**src/rtl/axi_txn_drain_ctrl.sv**
```systemverilog
// Transaction gate between an AXI4+ATOP port and a shared downstream resource.
// Optional stall statistics are enabled with `define AXI_TXN_DRAIN_STATS_EN.

package axi_txn_drain_pkg;

   typedef struct packed {
      logic [3:0]  id;
      logic [31:0] addr;
      logic [7:0]  len;
      logic [5:0]  atop;
   } aw_chan_t;

   typedef struct packed {
      logic [31:0] data;
      logic [3:0]  strb;
      logic        last;
   } w_chan_t;

   typedef struct packed {
      logic [3:0] id;
      logic [1:0] resp;
   } b_chan_t;

   typedef struct packed {
      logic [3:0]  id;
      logic [31:0] addr;
      logic [7:0]  len;
   } ar_chan_t;

   typedef struct packed {
      logic [3:0]  id;
      logic [31:0] data;
      logic [1:0]  resp;
      logic        last;
   } r_chan_t;

   typedef struct packed {
      aw_chan_t aw;
      logic     aw_valid;
      w_chan_t  w;
      logic     w_valid;
      logic     b_ready;
      ar_chan_t ar;
      logic     ar_valid;
      logic     r_ready;
   } axi_req_t;

   typedef struct packed {
      logic    aw_ready;
      logic    ar_ready;
      logic    w_ready;
      b_chan_t b;
      logic    b_valid;
      r_chan_t r;
      logic    r_valid;
   } axi_rsp_t;

endpackage

// State table
//   state       | meaning
//   ST_RUN      | traffic flows, AW/AR throttled at the outstanding limits
//   ST_DRAIN    | no new AW/AR, waiting for outstanding reads/writes/W bursts
//   ST_DRAINED  | fully idle, drain_ack_o high until drain_req_i drops
module axi_txn_drain_ctrl #(
   parameter int unsigned MaxReadTxns  = 8,
   parameter int unsigned MaxWriteTxns = 8,
   parameter type axi_req_t = axi_txn_drain_pkg::axi_req_t,
   parameter type axi_rsp_t = axi_txn_drain_pkg::axi_rsp_t,
   localparam int unsigned RdCntW = $clog2(MaxReadTxns + 1),
   localparam int unsigned WrCntW = $clog2(MaxWriteTxns + 1)
) (
   input  logic              clk_i,
   input  logic              rst_i,
   input  logic              drain_req_i,
   output logic              drain_ack_o,
   output logic [RdCntW-1:0] rd_outstanding_o,
   output logic [WrCntW-1:0] wr_outstanding_o,
   output logic [31:0]       stall_cycles_o,
   input  axi_req_t          slv_req_i,
   output axi_rsp_t          slv_resp_o,
   output axi_req_t          mst_req_o,
   input  axi_rsp_t          mst_resp_i
);

   typedef enum logic [1:0] {
      ST_RUN,
      ST_DRAIN,
      ST_DRAINED
   } state_e;

   localparam logic [RdCntW-1:0] RdMax  = RdCntW'(MaxReadTxns);
   localparam logic [RdCntW:0]   RdMaxX = (RdCntW + 1)'(MaxReadTxns);
   localparam logic [RdCntW:0]   RdOneX = (RdCntW + 1)'(1);
   localparam logic [WrCntW-1:0] WrMax  = WrCntW'(MaxWriteTxns);
   localparam logic [WrCntW-1:0] WrOne  = WrCntW'(1);

   state_e            r_state;
   state_e            w_state_d;
   logic [RdCntW-1:0] r_rd_cnt;
   logic [WrCntW-1:0] r_wr_cnt;
   logic [WrCntW-1:0] r_w_owed;
   logic [RdCntW-1:0] w_rd_cnt_d;
   logic [WrCntW-1:0] w_wr_cnt_d;
   logic [WrCntW-1:0] w_w_owed_d;

   logic              w_run;
   logic              w_ar_allow;
   logic              w_ar_take;
   logic              w_aw_allow;
   logic              w_w_allow;
   logic              w_atop_rd;
   logic [RdCntW:0]   w_rd_after_ar;

   logic              w_ar_hs;
   logic              w_aw_hs;
   logic              w_w_last_hs;
   logic              w_b_hs;
   logic              w_rd_dec;
   logic [1:0]        w_rd_inc;
   logic [RdCntW:0]   w_rd_sum;

   assign w_run      = (r_state == ST_RUN);
   assign w_atop_rd  = slv_req_i.aw.atop[5];
   assign w_ar_allow = w_run && (r_rd_cnt < RdMax);
   assign w_ar_take  = slv_req_i.ar_valid && w_ar_allow;

   // An R_RESP atomic must leave read room even if an AR is accepted in the same cycle.
   assign w_rd_after_ar = {1'b0, r_rd_cnt} + (RdCntW + 1)'(w_ar_take);
   assign w_aw_allow    = w_run && (r_wr_cnt < WrMax) && (r_w_owed < WrMax)
                          && (!w_atop_rd || (w_rd_after_ar < RdMaxX));

   // W may lead AW while running; once draining only bursts already owed may pass.
   assign w_w_allow = w_run || (r_w_owed != '0);

   always_comb begin
      mst_req_o          = slv_req_i;
      mst_req_o.aw_valid = slv_req_i.aw_valid && w_aw_allow;
      mst_req_o.ar_valid = slv_req_i.ar_valid && w_ar_allow;
      mst_req_o.w_valid  = slv_req_i.w_valid  && w_w_allow;

      slv_resp_o          = mst_resp_i;
      slv_resp_o.aw_ready = mst_resp_i.aw_ready && w_aw_allow;
      slv_resp_o.ar_ready = mst_resp_i.ar_ready && w_ar_allow;
      slv_resp_o.w_ready  = mst_resp_i.w_ready  && w_w_allow;
   end

   assign w_ar_hs     = slv_req_i.ar_valid && w_ar_allow && mst_resp_i.ar_ready;
   assign w_aw_hs     = slv_req_i.aw_valid && w_aw_allow && mst_resp_i.aw_ready;
   assign w_w_last_hs = slv_req_i.w_valid  && w_w_allow  && mst_resp_i.w_ready
                        && slv_req_i.w.last;
   assign w_b_hs      = mst_resp_i.b_valid && slv_req_i.b_ready;
   assign w_rd_dec    = mst_resp_i.r_valid && slv_req_i.r_ready && mst_resp_i.r.last;
   assign w_rd_inc    = {1'b0, w_ar_hs} + {1'b0, w_aw_hs && w_atop_rd};

   always_comb begin
      w_rd_sum = {1'b0, r_rd_cnt} + (RdCntW + 1)'(w_rd_inc);
      if (w_rd_dec && (w_rd_sum != '0)) begin
         w_rd_sum = w_rd_sum - RdOneX;
      end
      w_rd_cnt_d = w_rd_sum[RdCntW-1:0];
   end

   always_comb begin
      w_wr_cnt_d = r_wr_cnt;
      if (w_aw_hs && !w_b_hs) begin
         w_wr_cnt_d = r_wr_cnt + WrOne;
      end else if (!w_aw_hs && w_b_hs && (r_wr_cnt != '0)) begin
         w_wr_cnt_d = r_wr_cnt - WrOne;
      end
   end

   always_comb begin
      w_w_owed_d = r_w_owed;
      if (w_aw_hs && !w_w_last_hs) begin
         w_w_owed_d = r_w_owed + WrOne;
      end else if (!w_aw_hs && w_w_last_hs && (r_w_owed != '0)) begin
         w_w_owed_d = r_w_owed - WrOne;
      end
   end

   always_comb begin
      w_state_d = r_state;
      case (r_state)
         ST_RUN: begin
            if (drain_req_i) w_state_d = ST_DRAIN;
         end
         ST_DRAIN: begin
            if (!drain_req_i) begin
               w_state_d = ST_RUN;
            end else if ((w_rd_cnt_d == '0) && (w_wr_cnt_d == '0) && (w_w_owed_d == '0)) begin
               w_state_d = ST_DRAINED;
            end
         end
         ST_DRAINED: begin
            if (!drain_req_i) w_state_d = ST_RUN;
         end
         default: w_state_d = ST_RUN;
      endcase
   end

   always_ff @(posedge clk_i) begin
      if (rst_i) begin
         r_state  <= ST_RUN;
         r_rd_cnt <= '0;
         r_wr_cnt <= '0;
         r_w_owed <= '0;
      end else begin
         r_state  <= w_state_d;
         r_rd_cnt <= w_rd_cnt_d;
         r_wr_cnt <= w_wr_cnt_d;
         r_w_owed <= w_w_owed_d;
      end
   end

   assign drain_ack_o      = (r_state == ST_DRAINED);
   assign rd_outstanding_o = r_rd_cnt;
   assign wr_outstanding_o = r_wr_cnt;

`ifdef AXI_TXN_DRAIN_STATS_EN
   logic [31:0] r_stall_cnt;
   logic        w_stall;

   assign w_stall = (slv_req_i.aw_valid && !w_aw_allow) || (slv_req_i.ar_valid && !w_ar_allow);

   always_ff @(posedge clk_i) begin
      if (rst_i) begin
         r_stall_cnt <= '0;
      end else if (w_stall && (r_stall_cnt != 32'hFFFF_FFFF)) begin
         r_stall_cnt <= r_stall_cnt + 32'd1;
      end
   end

   assign stall_cycles_o = r_stall_cnt;
`else
   assign stall_cycles_o = '0;
`endif

`ifndef SYNTHESIS
   // A response with nothing outstanding is a protocol error; the counter holds at zero.
   always_ff @(posedge clk_i) begin
      if (!rst_i) begin
         a_rd_underflow: assert (!(w_rd_dec && (r_rd_cnt == '0) && (w_rd_inc == '0)));
         a_wr_underflow: assert (!(w_b_hs && (r_wr_cnt == '0) && !w_aw_hs));
      end
   end
`endif

endmodule

```
**config.mk**
```make
export PLATFORM = sky130hd
export DESIGN_NAME = axi_txn_drain_ctrl
export DESIGN_NICKNAME = d
export VERILOG_FILES = /design/src/rtl/axi_txn_drain_ctrl.sv
export SDC_FILE = /design/constraint.sdc
export NUM_CORES = 1
export LEC_CHECK = 0
export ABC_CLOCK_PERIOD_IN_PS = 3090
export BUFFER_PORTS_ARGS = -buffer_cell sky130_fd_sc_hd__buf_2
export CORE_AREA = 2 2 163 165
export DETAILED_ROUTE_END_ITERATION = 7
export DIE_AREA = 0 0 165 167
export MAX_ROUTING_LAYER = met4
export SLEW_MARGIN = 20
export SYNTH_ARGS = -nofsm -noshare
export SYNTH_HDL_FRONTEND = slang
export SYNTH_SLANG_ARGS = --single-unit
export TNS_END_PERCENT = 50
```
**constraint.sdc**
```tcl
create_clock -name clk_i -period 3.09 [get_ports clk_i]
set_input_delay 0.309 -clock clk_i [delete_from_list [all_inputs] [get_ports clk_i]]
set_output_delay 0.309 -clock clk_i [all_outputs]
set_load 0.02 [all_outputs]
```
# Word level (Yosys, flattened, before mapping)
# Index checks and enable logic that the tools add are counted.
[word_totals]
regBits = 14
[op_classes]
reduce_logical = 41
n_addsub = 8
eq_ne = 5
mux = 10
magnitude_cmp = 4
[op_table]
columns = ["cell", "n"]
rows = [
  ["$logic_and 1x1->1", 27],
  ["$mux 4", 5],
  ["$logic_not 4->1", 3],
  ["$lt 4x4->1 const B", 3],
  ["$sub 4x1->4 const B", 3],
  ["$add 4x1->4 const B", 2],
  ["$mux 2", 4],
  ["$reduce_bool 4->1", 2],
  ["$pmux 2 s3", 1],
  ["$add 4x1->5", 1],
  ["$add 4x2->5", 1],
  ["$lt 5x4->1 const B", 1],
  ["$reduce_bool 5->1", 1],
  ["$logic_not 1->1", 4],
  ["$ne 2x2->1 const B", 2],
  ["$ne 3x3->1 const B", 1],
  ["$reduce_and 3->1", 1],
  ["$add 1x1->2", 1],
  ["$eq 2x1->1 const B", 1],
  ["$eq 2x2->1 const B", 1],
  ["$logic_not 2->1", 1],
  ["$logic_or 1x1->1", 2],
]

# Depth between registers and ports, before layout
# Gate-level depths: netlist of the first run.
[logic_depth]
depth_word = 21
mapped_depth = 14
ltp_nobuf = 14

# Worst setup path before layout of the first run
# Ideal clock, no wire load.
[synth_path]
path_kind = "flip-flop to flip-flop"
startpoint = "register r_state[1]"
endpoint = "register r_rd_cnt[3], in the netlist rd_outstanding_o[3]"
setup_ns = 0.128
arrival_ns = 3.064
slack_ns = -0.102
stages_incl_launch_ff = 13
required_ns = 2.962
path_cell_list = "dfxtp_1 or2_2 nor3b_1 nand2_1 fa_1 inv_1 ha_1 and2_1 a21oi_1 o311ai_0 nor3_1 xor2_1 nor2_1"
[synth_via]
elab_chain_len = 15
word_cells_on_any_way = 19
cone_classes = "4 x add/sub; 1 x order compare; 1 x mux; 13 x reduce/logical"
[synth_rtl]
columns = ["element", "line", "rtl"]
rows = [
  ["start: declaration", "98", "state_e r_state;"],
  ["start signal: assignment", "209", "r_state <= w_state_d;"],
  ["$logic_not 2->1 *", "123", "assign w_run = (r_state == ST_RUN);"],
  ["$logic_and 1x1->1", "125", "assign w_ar_allow = w_run && (r_rd_cnt < RdMax);"],
  ["$logic_and 1x1->1", "126, 148", ""],
  ["$add 4x1->5", "129", "assign w_rd_after_ar = {1'b0, r_rd_cnt} + (RdCntW + 1)'(w_ar_take);"],
  ["$lt 5x4->1", "131", "&& (!w_atop_rd || (w_rd_after_ar < RdMaxX));"],
  ["$logic_or 1x1->1", "131", ""],
  ["$logic_and 1x1->1", "131", ""],
  ["$logic_and 1x1->1 (2 in series)", "149", "assign w_aw_hs = slv_req_i.aw_valid && w_aw_allow && mst_resp_i.aw_ready;"],
  ["$logic_and 1x1->1", "154", "assign w_rd_inc = {1'b0, w_ar_hs} + {1'b0, w_aw_hs && w_atop_rd};"],
  ["$add 1x1->2 *", "154", ""],
  ["$add 4x2->5 *", "157", "w_rd_sum = {1'b0, r_rd_cnt} + (RdCntW + 1)'(w_rd_inc);"],
  ["parallel branches: the longest is 2 deep, another holds $sub 4x1->4", "n/a", ""],
  ["$mux 4 *", "158", "if (w_rd_dec && (w_rd_sum != '0)) begin"],
  ["end signal: assignment", "210", "r_rd_cnt <= w_rd_cnt_d;"],
  ["end: declaration", "100", "logic [RdCntW-1:0] r_rd_cnt;"],
]
# Mark *: on every way between the ends.
# A chain may end at the register's enable or synchronous reset.

# Final worst setup path of the first run
[layout_path]
startpoint = "register r_rd_cnt[3], in the netlist rd_outstanding_o[3]"
endpoint = "register r_state[0]"
[layout_via]
elab_chain_len = 20
word_cells_on_any_way = 35
cone_classes = "4 x add/sub; 2 x order compare; 1 x eq/ne; 5 x mux; 23 x reduce/logical"
[layout_rtl]
columns = ["element", "line", "rtl"]
rows = [
  ["parallel branches: the longest is 17 deep, another holds $add 4x1->5", "n/a", ""],
  ["$logic_and 1x1->1 *", "191", "end else if ((w_rd_cnt_d == '0) && (w_wr_cnt_d == '0) && (w_w_owed_d == '0)) begin"],
  ["$ne 3x3->1 (no source line) *", "n/a", ""],
  ["$reduce_and 3->1 (no source line) *", "n/a", ""],
]
# Marked as above.

==> reports/results.tsv, run 1 <==
stage	metric	value	unit
status	outcome	finished, final reports clean	
pwr	p_comb_frac	0.421	
routing	wl	7900	µm
timing	fin_skew	0.000899	ns
timing	setup_ws	0.132	ns
routing	ant_nets	0	
setup_path	cp-end-kind	register	
grt	grt_util_met2	0.0714	
die	die_h	167	µm
timing	fmax	0.338	GHz
routing	via_per_inst	2.77	
grt	overflow	0	
yosys	ys_async_sr_fraction	0	
die	rows	59	
pwr	sw_frac_of_total	0.396	
routing	vias	1503	
yosys	ys.flop_type	dfxtp_1	
grt	busiest_layer	met4	
pwr	clockPowerShare	0.319	
yosys	ys_warn_count	0	
die	die_w	165	µm
yosys	ys_top_cells_by_count	buf_4 (213), dfxtp_1 (14), nor2_1 (14)	
grt	track_usage	0.0566	
layout	regArea	287	µm²
pwr	power.density	449	nW/µm²
setup_path	cp.arrival	3.10	ns
setup_path	critPathSlowestCell	or4b_4	
yosys	synth_largest_area_cell	buf_4	
yosys	ys_ff_latch	14	
cts	clkLatencyLatePin	0.25	ns
setup_path	worstSetupStartpointType	register	
place	numPortBuffers	37	
timing	min_period_over_period	0.957	
pwr	seqPwrFrac	0.260	
grt	antenna_found_initial	0	
setup_path	critical_path_class	register to register	
layout	fillerInstances	3020	
grt	grt_pass1_vias	1468	
setup_path	worstPathCellList	or4b_4, o2111a_2, and2_4, nand2_2, fa_2, inv_2, ha_4, xor2_2, nor2_1, and4_1, nand2_1, mux2i_1, o211ai_1, o21ba_1	
yosys	synth_top_area_share	0.597	
setup_path	rrSetupSlack	0.13	ns
die	coreArea	25800	µm²
yosys	synth.most_common_cell	buf_4	
die	start_util	0.104	
min_path	min_path_type	input pin to register	
yosys	avgSynthCellArea	7.84	µm²
timing	setup_tns	0	ns
cts	cts_buffers	3	
routing	drc	0	
pwr	p_leak	0.793	nW
pwr	ir_drop	0.212	mV
grt	use_met1	0.0433	
setup_path	cp_max_fo	4	
routing	dr.pass1.iters	4	
timing	drv_slew	0	
cts	root_buffer	clkbuf_16	
yosys	yosys-top-cells-area	buf_4 (60%), dfxtp_1 (10%), ha_1 (2.8%), nor2_1 (2.0%), xor2_1 (1.6%)	
routing	routedWlPerCell	14.6	µm
yosys	netlist_instances	342	
yosys	synth-edff-count	0	
cts	cts_htree_levels	1	
cts	cts_tree	yes	
layout	antenna_cells	0	
setup_path	required	3.24	ns
yosys	synth_area	2680	µm²
timing	hold_violations	0	
die	die_area	27600	µm²
timing	min_period	2.96	ns
place	postPlaceCellArea	1860	µm²
die	io_pins	416	
timing	finalSetupViolCount	0	
run	cap_violations	0	
pwr	internal_power	0.000539	W
layout	drive_gt1_frac	0.343	
grt	grt_pass1_wl	10000	µm
layout	multiInputGateArea	928	µm²
routing	drt_iter0_drc	78	
yosys	yosysUniqueCellTypes	49	
grt	grt_util_met3	0.0351	
setup_path	max_stage_delay	0.54	ns
yosys	synth-seq-area-share	0.105	
grt	grt_max_degree	15	
place	post-dp-hpwl	6570	µm
pwr	switching_power	0.000354	W
layout	design_area	1990	µm²
layout	nets	404	
cts	cts.path.max_buffers	2	
cts	clkTransAtPathRegs	0.05	ns
cts	numClockSinks	14	
layout	syn2layout_area_growth	-25.7	%
place	gp_congestion	0.750	
place	place_ws	0.0915	ns
-- layout by cell type (no fill, tap or decap), types with 3 or more instances in the layout --
| master | n |
|---|---|
| buf_2 | 37 |
| conb_1 | 32 |
| nor2_1 | 14 |
| dfxtp_1 | 11 |
| nand2_1 | 10 |
| inv_1 | 7 |
| buf_4 | 7 |
| nor2b_1 | 6 |
| ha_1 | 5 |
| nand4_1 | 4 |
| and3_1 | 4 |
| xor2_1 | 4 |
| and2_1 | 3 |
| xnor2_1 | 3 |
| nor3_1 | 3 |
| clkbuf_16 | 3 |
-- area by class of cell --
class	count	area share
Clock buffer	4	0.0446
Timing Repair Buffer	44	0.119
Tap cell	335	0.211
Inverter	8	0.0151
Multi-Input combinational cell	137	0.466
Sequential cell	14	0.144
-- path summary, 6_finish.rpt --
kind | startpoint | end | cells after the start
max reg2reg | rd_outstanding_o[3]$_SDFF_PP0_ | r_state[0]$_SDFFE_PP0P_ | 14
min reg2reg | wr_outstanding_o[1]$_SDFF_PP0_ | wr_outstanding_o[1]$_SDFF_PP0_ | 2
max | rd_outstanding_o[3]$_SDFF_PP0_ | r_state[0]$_SDFFE_PP0P_ | 14
min | drain_req_i | r_state[1]$_SDFFE_PP0P_ | 3
-- metrics by stage --
stage | hold slack [ns] | std cells | power, W | util
2_1_floorplan | 0.381 | 373 | 0.000850 | -
3_3_place_gp | 0.559 | 538 | 0.000598 | 0.0721
3_5_place_dp | 0.579 | 538 | 0.000603 | 0.0721
4_1_cts | 0.399 | 542 | 0.000888 | 0.0755
5_1_grt | 0.411 | 542 | 0.000947 | 0.0773
6_report | 0.383 | 542 | 0.000893 | 0.0773
-- power groups by stage --
stage / Combinational (W) / Clock (W) / Sequential (W)
CTS: 0.000369 / 0.000287 / 0.000231
global placement: 0.000365 / 0 / 0.000233
global route: 0.000417 / 0.000292 / 0.000237
finish: 0.000376 / 0.000285 / 0.000232
detailed placement: 0.000368 / 0 / 0.000235
floorplan: 0.000606 / 0 / 0.000244
-- logic make-up after synthesis --
logic type | synth area share
buffers and inverters | 0.609
AND/OR/NAND/NOR | 0.131
AO/OA/AOI/OAI | 0.0850
flip-flops | 0.105
XOR/XNOR | 0.0261
adder cells (fa/ha/maj) | 0.0355
multiplexers | 0.00747
other | 0.00140
-- worst max-delay path: cells and delay by family (launching register included) --
family | cells | cell delay [ns]
AND/OR/NAND/NOR | 6 | 1.14
AO/OA/AOI/OAI | 3 | 0.63
adder cells (fa/ha/maj) | 2 | 0.38
flip-flops | 1 | 0.33
XOR/XNOR | 1 | 0.16
multiplexers | 1 | 0.16
buffers and inverters | 1 | 0.05
-- state kept, by name, indices dropped and copies added (netlist names) --
register / cells
r_w_owed: 4
r_state: 2
wr_outstanding_o: 4
rd_outstanding_o: 4
-- routing by layer --
layer  share of wire  up-vias
li1                -      593
met5               0        -
met2            0.39      162
met4            0.16        0
met1            0.29      629
met3            0.16      119
-- timing repair --
action	CTS	global route
endpoints found under the setup margin	0	5
hold buffers	0	0
resized for setup	0	12
setup buffers	0	0
Note: power is estimated with default switching activity, not from simulation.
==> run 2: changes to the inputs <==
--- a/config.mk
+++ b/config.mk
@@ -5,12 +5,13 @@
 export SDC_FILE = /design/constraint.sdc
 export NUM_CORES = 1
 export LEC_CHECK = 0
-export ABC_CLOCK_PERIOD_IN_PS = 3090
+export ABC_CLOCK_PERIOD_IN_PS = 2500
 export BUFFER_PORTS_ARGS = -buffer_cell sky130_fd_sc_hd__buf_2
 export CORE_AREA = 2 2 163 165
 export DETAILED_ROUTE_END_ITERATION = 7
 export DIE_AREA = 0 0 165 167
 export MAX_ROUTING_LAYER = met4
+export PLACE_DENSITY = 0.44
 export SLEW_MARGIN = 20
 export SYNTH_ARGS = -nofsm -noshare
 export SYNTH_HDL_FRONTEND = slang
==> constraint.sdc (replaced) <==
create_clock -name clk_i -period 2.5 [get_ports clk_i]
set_input_delay 0.25 -clock clk_i [delete_from_list [all_inputs] [get_ports clk_i]]
set_output_delay 0.25 -clock clk_i [all_outputs]
set_load 0.02 [all_outputs]
==> reports/results.tsv, run 2 (synthesis results as in run 1) <==
stage	metric	value	unit	change
die	start_util	0.104		unchanged
setup_path	worstSetupStartpointType	register		
routing	routed.top_layer	met4		
cts	clkLatencyLatePin	0.25	ns	about the same
layout	nets	427		+5.7%
timing	finalSetupViolCount	5		+5
cts	cts_hold_buf	0		unchanged
routing	ant_nets	0		unchanged
cts	clkTransAtPathRegs	0.05	ns	about the same
grt	overflow	0		unchanged
grt	antenna_found_initial	1		+1
grt	grt_max_degree	15		unchanged
routing	drt_iter0_drc	54		-31%
timing	min_period_over_period	1.13		+0.177
pwr	fin_total_pwr	0.00116	W	+30%
timing	fin_skew	0.00398	ns	+0.00308 ns
routing	drc	0		unchanged
die	die_w	165	µm	unchanged
pwr	ir_drop	0.198	mV	-6.4%
layout	antenna_cells	0		unchanged
layout	syn2layout_area_growth	-17.3	%	
pwr	p_leak	0.916	nW	+15%
routing	wl	7990	µm	+1.1%
routing	met2_length	3750	µm	+21%
die	die_h	167	µm	unchanged
timing	drv_slew	0		unchanged
timing	fmax	0.353	GHz	+4.3%
setup_path	cp_max_fo	4		unchanged
place	numPortBuffers	37		unchanged
layout	final_common_cell	buf_2		
place	gp_congestion	0.734		-2.1%
setup_path	critical_path_class	register to register		
grt	grt_pass1_vias	1528		+4.1%
cts	root_buffer	clkbuf_16		
grt	grt_pass1_wl	10300	µm	+3.0%
routing	wl_met1	1990	µm	-13%
routing	routedWlPerCell	14.1	µm	-3.0%
layout	final_util	0.0860		+0.00874
setup_path	cp.arrival	2.97	ns	-0.13 ns
setup_path	required	2.64	ns	-0.60 ns
die	die_area	27600	µm²	unchanged
die	rows	59		unchanged
cts	numClockSinks	14		unchanged
timing	min_period	2.84	ns	-0.123 ns
status	violations	negative setup slack		
cts	cts_buffers	3		unchanged
setup_path	cp-end-kind	register		
grt	track_usage	0.0571		+0.000493
run	cap_violations	0		unchanged
layout	mostFrequentLayoutCells	buf_2 (37), conb_1 (32), buf_4 (30)		
routing	vias	1570		+4.5%
routing	via_per_inst	2.78		+0.21%
cts	cts_htree_levels	1		unchanged
die	io_pins	416		unchanged
timing	grt_setup_unrepaired	true		
timing	hold_violations	0		unchanged
place	post-dp-hpwl	6800	µm	+3.5%
place	postPlaceCellArea	2050	µm²	+11%
timing	setup_ws	-0.336	ns	-0.467 ns
pwr	power.density	524	nW/µm²	+17%
die	coreArea	25800	µm²	unchanged
layout	drive_gt1_frac	0.435		+0.0918
layout	design_area	2220	µm²	+11%
cts	cts.path.max_buffers	2		unchanged
routing	wl_met3	1330	µm	+8.5%
timing	holdWs	0.307	ns	-0.0752 ns
cts	cts_tree	yes		
min_path	min_path_type	input pin to register		
routing	dr.pass1.iters	4		unchanged
status	outcome	finished with violations		
==> run 2: changes by cell type in the layout (fill, tap and decap cells not counted), sizes merged <==
cell / before / now
buf: 44 / 67
==> run 2: report_power, final <==
| group | internal, W | switching [W] |
|---|---|---|
| clock network | 0.000243 | 0.000101 |
| logic | 0.000221 | 0.000318 |
| registers | 0.000248 | 0.0000293 |
| total | 0.000712 | 0.000449 |
==> run 2: what timing repair did <==
item                                    CTS  global route
setup buffers                             1             1
resized for setup                         3            11
cloned                                    0             0
endpoints found under the setup margin    5             6
pin swaps                                 6             2
==> run 2: cell type report <==
cell class                 count  area [µm²]
timing repair buffer          67         410
fill                        3008       23500
clock buffer                   4        88.8
multi-input combinational    137         982
sequential                    14         285
inverter                       8        30.0
tap                          335         419
==> run 2: final timing paths <==
check | slack (ns) | cells past startpoint | startpoint | end
worst max-delay path | -0.34 | 14 | r_state[1]$_SDFFE_PP0P_ | r_state[0]$_SDFFE_PP0P_
worst min register to register | 0.59 | 2 | wr_outstanding_o[1]$_SDFF_PP0_ | wr_outstanding_o[1]$_SDFF_PP0_
worst min-delay path | 0.31 | 3 | drain_req_i | r_state[1]$_SDFFE_PP0P_
worst max register to register | -0.34 | 14 | r_state[1]$_SDFFE_PP0P_ | r_state[0]$_SDFFE_PP0P_
==> run 2: critical path, cell delays in order (launching register included) <==
cell	delay, ns
dfxtp_2	0.31
or4b_4	0.53
o2111a_2	0.27
and2_4	0.14
nand2_2	0.06
fa_2	0.21
inv_2	0.05
ha_4	0.24
nor2_2	0.09
nand2_1	0.08
o21ai_2	0.18
nand4_1	0.10
mux2i_1	0.14
o211ai_1	0.13
o21ba_1	0.20
==> run 2: metrics by stage <==
stage / TNS (ns) / instances / setup slack [ns]
after floorplan: -1.60 / 373 / -0.378
after detailed placement: -1.48 / 559 / -0.351
after CTS: -1.28 / 564 / -0.327
after global routing: -1.89 / 565 / -0.469
after global placement: -1.34 / 559 / -0.326
final: -1.20 / 565 / -0.336
==> run 2: routing by layer <==
metal | GRT usage | vias up
li1 | - | 635
met1 | 0.0388 | 652
met2 | 0.0893 | 180
met3 | 0.0364 | 103
met4 | 0.0673 | 0
met5 | - | -
==> run 3: changes to the inputs <==
--- a/config.mk
+++ b/config.mk
@@ -6,7 +6,7 @@
 export NUM_CORES = 1
 export LEC_CHECK = 0
 export ABC_CLOCK_PERIOD_IN_PS = 2500
-export BUFFER_PORTS_ARGS = -buffer_cell sky130_fd_sc_hd__buf_2
+export BUFFER_PORTS_ARGS = -buffer_cell sky130_fd_sc_hd__clkbuf_2
 export CORE_AREA = 2 2 163 165
 export DETAILED_ROUTE_END_ITERATION = 7
 export DIE_AREA = 0 0 165 167
==> reports/results.tsv, run 3 (synthesis results as in run 1) <==
stage	metric	value	unit	change
status	violations	negative setup slack		
pwr	ir_drop	0.210	mV	+5.7%
grt	antenna_found_initial	0		-1
die	coreArea	25800	µm²	unchanged
pwr	p_leak	0.925	nW	+1.0%
layout	final_cells	568		+0.53%
setup_path	critical_path_class	register to register		
grt	overflow	0		unchanged
setup_path	cp_max_fo	3		-1
cts	cts_htree_levels	1		unchanged
place	numPortBuffers	37		unchanged
die	die_w	165	µm	unchanged
timing	setup_ws	-0.322	ns	+0.0135 ns
run	cap_violations	0		unchanged
timing	fmax	0.354	GHz	+0.48%
die	die_area	27600	µm²	unchanged
setup_path	cp.arrival	2.96	ns	about the same
cts	clkLatencyLatePin	0.24	ns	about the same
place	post-dp-hpwl	6790	µm	-0.21%
routing	drc	0		unchanged
die	start_util	0.104		unchanged
setup_path	required	2.64	ns	about the same
timing	holdWs	0.321	ns	+0.0141 ns
layout	final_common_cell	clkbuf_2		
setup_path	r2r-start	r_state[1]$_SDFFE_PP0P_		
die	die_h	167	µm	unchanged
routing	dr.pass1.iters	4		unchanged
timing	drv_slew	0		unchanged
grt	track_usage	0.0572		+0.000138
setup_path	crit_path_end	r_state[0]$_SDFFE_PP0P_		
place	place_ws	-0.338	ns	+0.0130 ns
place	gp_congestion	0.729		-0.75%
routing	via_per_inst	2.76		-0.72%
die	io_pins	416		unchanged
pwr	power.density	531	nW/µm²	+1.4%
setup_path	r2r_cells	14		unchanged
setup_path	setup.worst_path.start	r_state[1]$_SDFFE_PP0P_		
grt	grt_pass1_wl	10400	µm	+0.67%
grt	grt_pass1_vias	1569		+2.7%
layout	antenna_cells	0		unchanged
grt	grt_max_degree	15		unchanged
routing	ant_nets	0		unchanged
status	outcome	finished with violations		
cts	cts_tree	yes		
timing	min_period	2.82	ns	-0.0135 ns
pwr	fin_total_pwr	0.00119	W	+2.2%
min_path	min_path_cells	3		unchanged
setup_path	rr_endpoint	r_state[0]$_SDFFE_PP0P_		
layout	mostFrequentLayoutCells	clkbuf_2 (37), conb_1 (32), buf_4 (32)		
routing	wl	7860	µm	-1.6%
place	dp_cells	559		unchanged
layout	syn2layout_area_growth	-16.6	%	
timing	fin_skew	0.000910	ns	-0.00307 ns
routing	vias	1567		-0.19%
routing	drt_iter0_drc	37		-31%
cts	root_buffer	clkbuf_16		
setup_path	cp-end-kind	register		
die	rows	59		unchanged
cts	cts_buffers	3		unchanged
timing	finalSetupViolCount	5		unchanged
cts	clkTransAtPathRegs	0.05	ns	about the same
cts	cts.path.max_buffers	2		unchanged
timing	hold_violations	0		unchanged
min_path	min_path_type	input pin to register		
setup_path	rrSetupSlack	-0.32	ns	about the same
layout	nets	430		+0.70%
timing	grt_setup_unrepaired	true		
routing	routedWlPerCell	13.8	µm	-2.1%
cts	numClockSinks	14		unchanged
timing	min_period_over_period	1.13		-0.00542
setup_path	worstSetupStartpointType	register		
layout	drive_gt1_frac	0.429		-0.00560
[run 3: cell count changes in the layout (fill, tap and decap cells not counted), sizes merged]
| cell | previous run | this run |
|---|---|---|
| clkbuf | 4 | 41 |
| buf | 67 | 33 |
[run 3: how the worst min path moves through the flow]
stage	end	startpoint	slack [ns]
after floorplan	r_w_owed[3]$_SDFF_PP0_	rst_i	0.32
after global routing	r_state[1]$_SDFFE_PP0P_	drain_req_i	0.33
after detailed placement	mst_req_o[10]	slv_req_i[10]	0.50
after CTS	r_state[1]$_SDFFE_PP0P_	drain_req_i	0.32
final	r_state[1]$_SDFFE_PP0P_	drain_req_i	0.32
after global placement	mst_req_o[10]	slv_req_i[10]	0.50
[run 3: critical path: stages (launching register included)]
cell and delay [ns]:
dfxtp_2 0.31, or4b_4 0.53, o2111a_2 0.27, and2_4 0.14, nand2_2 0.06, fa_2 0.22, inv_2 0.05, ha_4 0.17
xor2_2 0.15, nor2_1 0.12, and4_1 0.19, nand2_1 0.05, mux2i_1 0.14, o211ai_1 0.14, o21ba_1 0.19
[run 3: power breakdown]
part,leakage [nW],switching [W],internal [W]
registers,0.115,0.0000338,0.000251
clock network,0.0442,0.0000914,0.000242
logic,0.766,0.000334,0.000234
total,0.925,0.000460,0.000727
[run 3: area by class of cell]
cell class              instances  area, µm²
multi-input cells             137        975
well taps                     335        419
fillers                      2989      23500
repair buffers                 70        437
flip-flops and latches         14        285
inverters                       8       30.0
clock buffers                   4       88.8
[run 3: routing by layer]
layer,track usage,wire length (µm),up-vias
met2,0.0875,3660,171
met4,0.0699,922,0
met1,0.0400,2070,647
li1,-,-,646
met5,-,0,-
met3,0.0359,1210,103
[run 3: repair_timing]
action	4_1_cts	5_1_grt
hold buffers	0	0
gates resized for setup	3	8
buffers inserted	0	5
setup endpoints to repair	5	6
pin swaps	4	11
[run 3: stage by stage]
step                  util  TNS [ns]  instance area (µm²)
floorplan                -     -1.60                 2840
global placement    0.0796     -1.31                 2050
detailed placement  0.0796     -1.44                 2050
CTS                 0.0840     -1.15                 2160
global route        0.0867     -1.90                 2230
finish              0.0867     -1.28                 2230
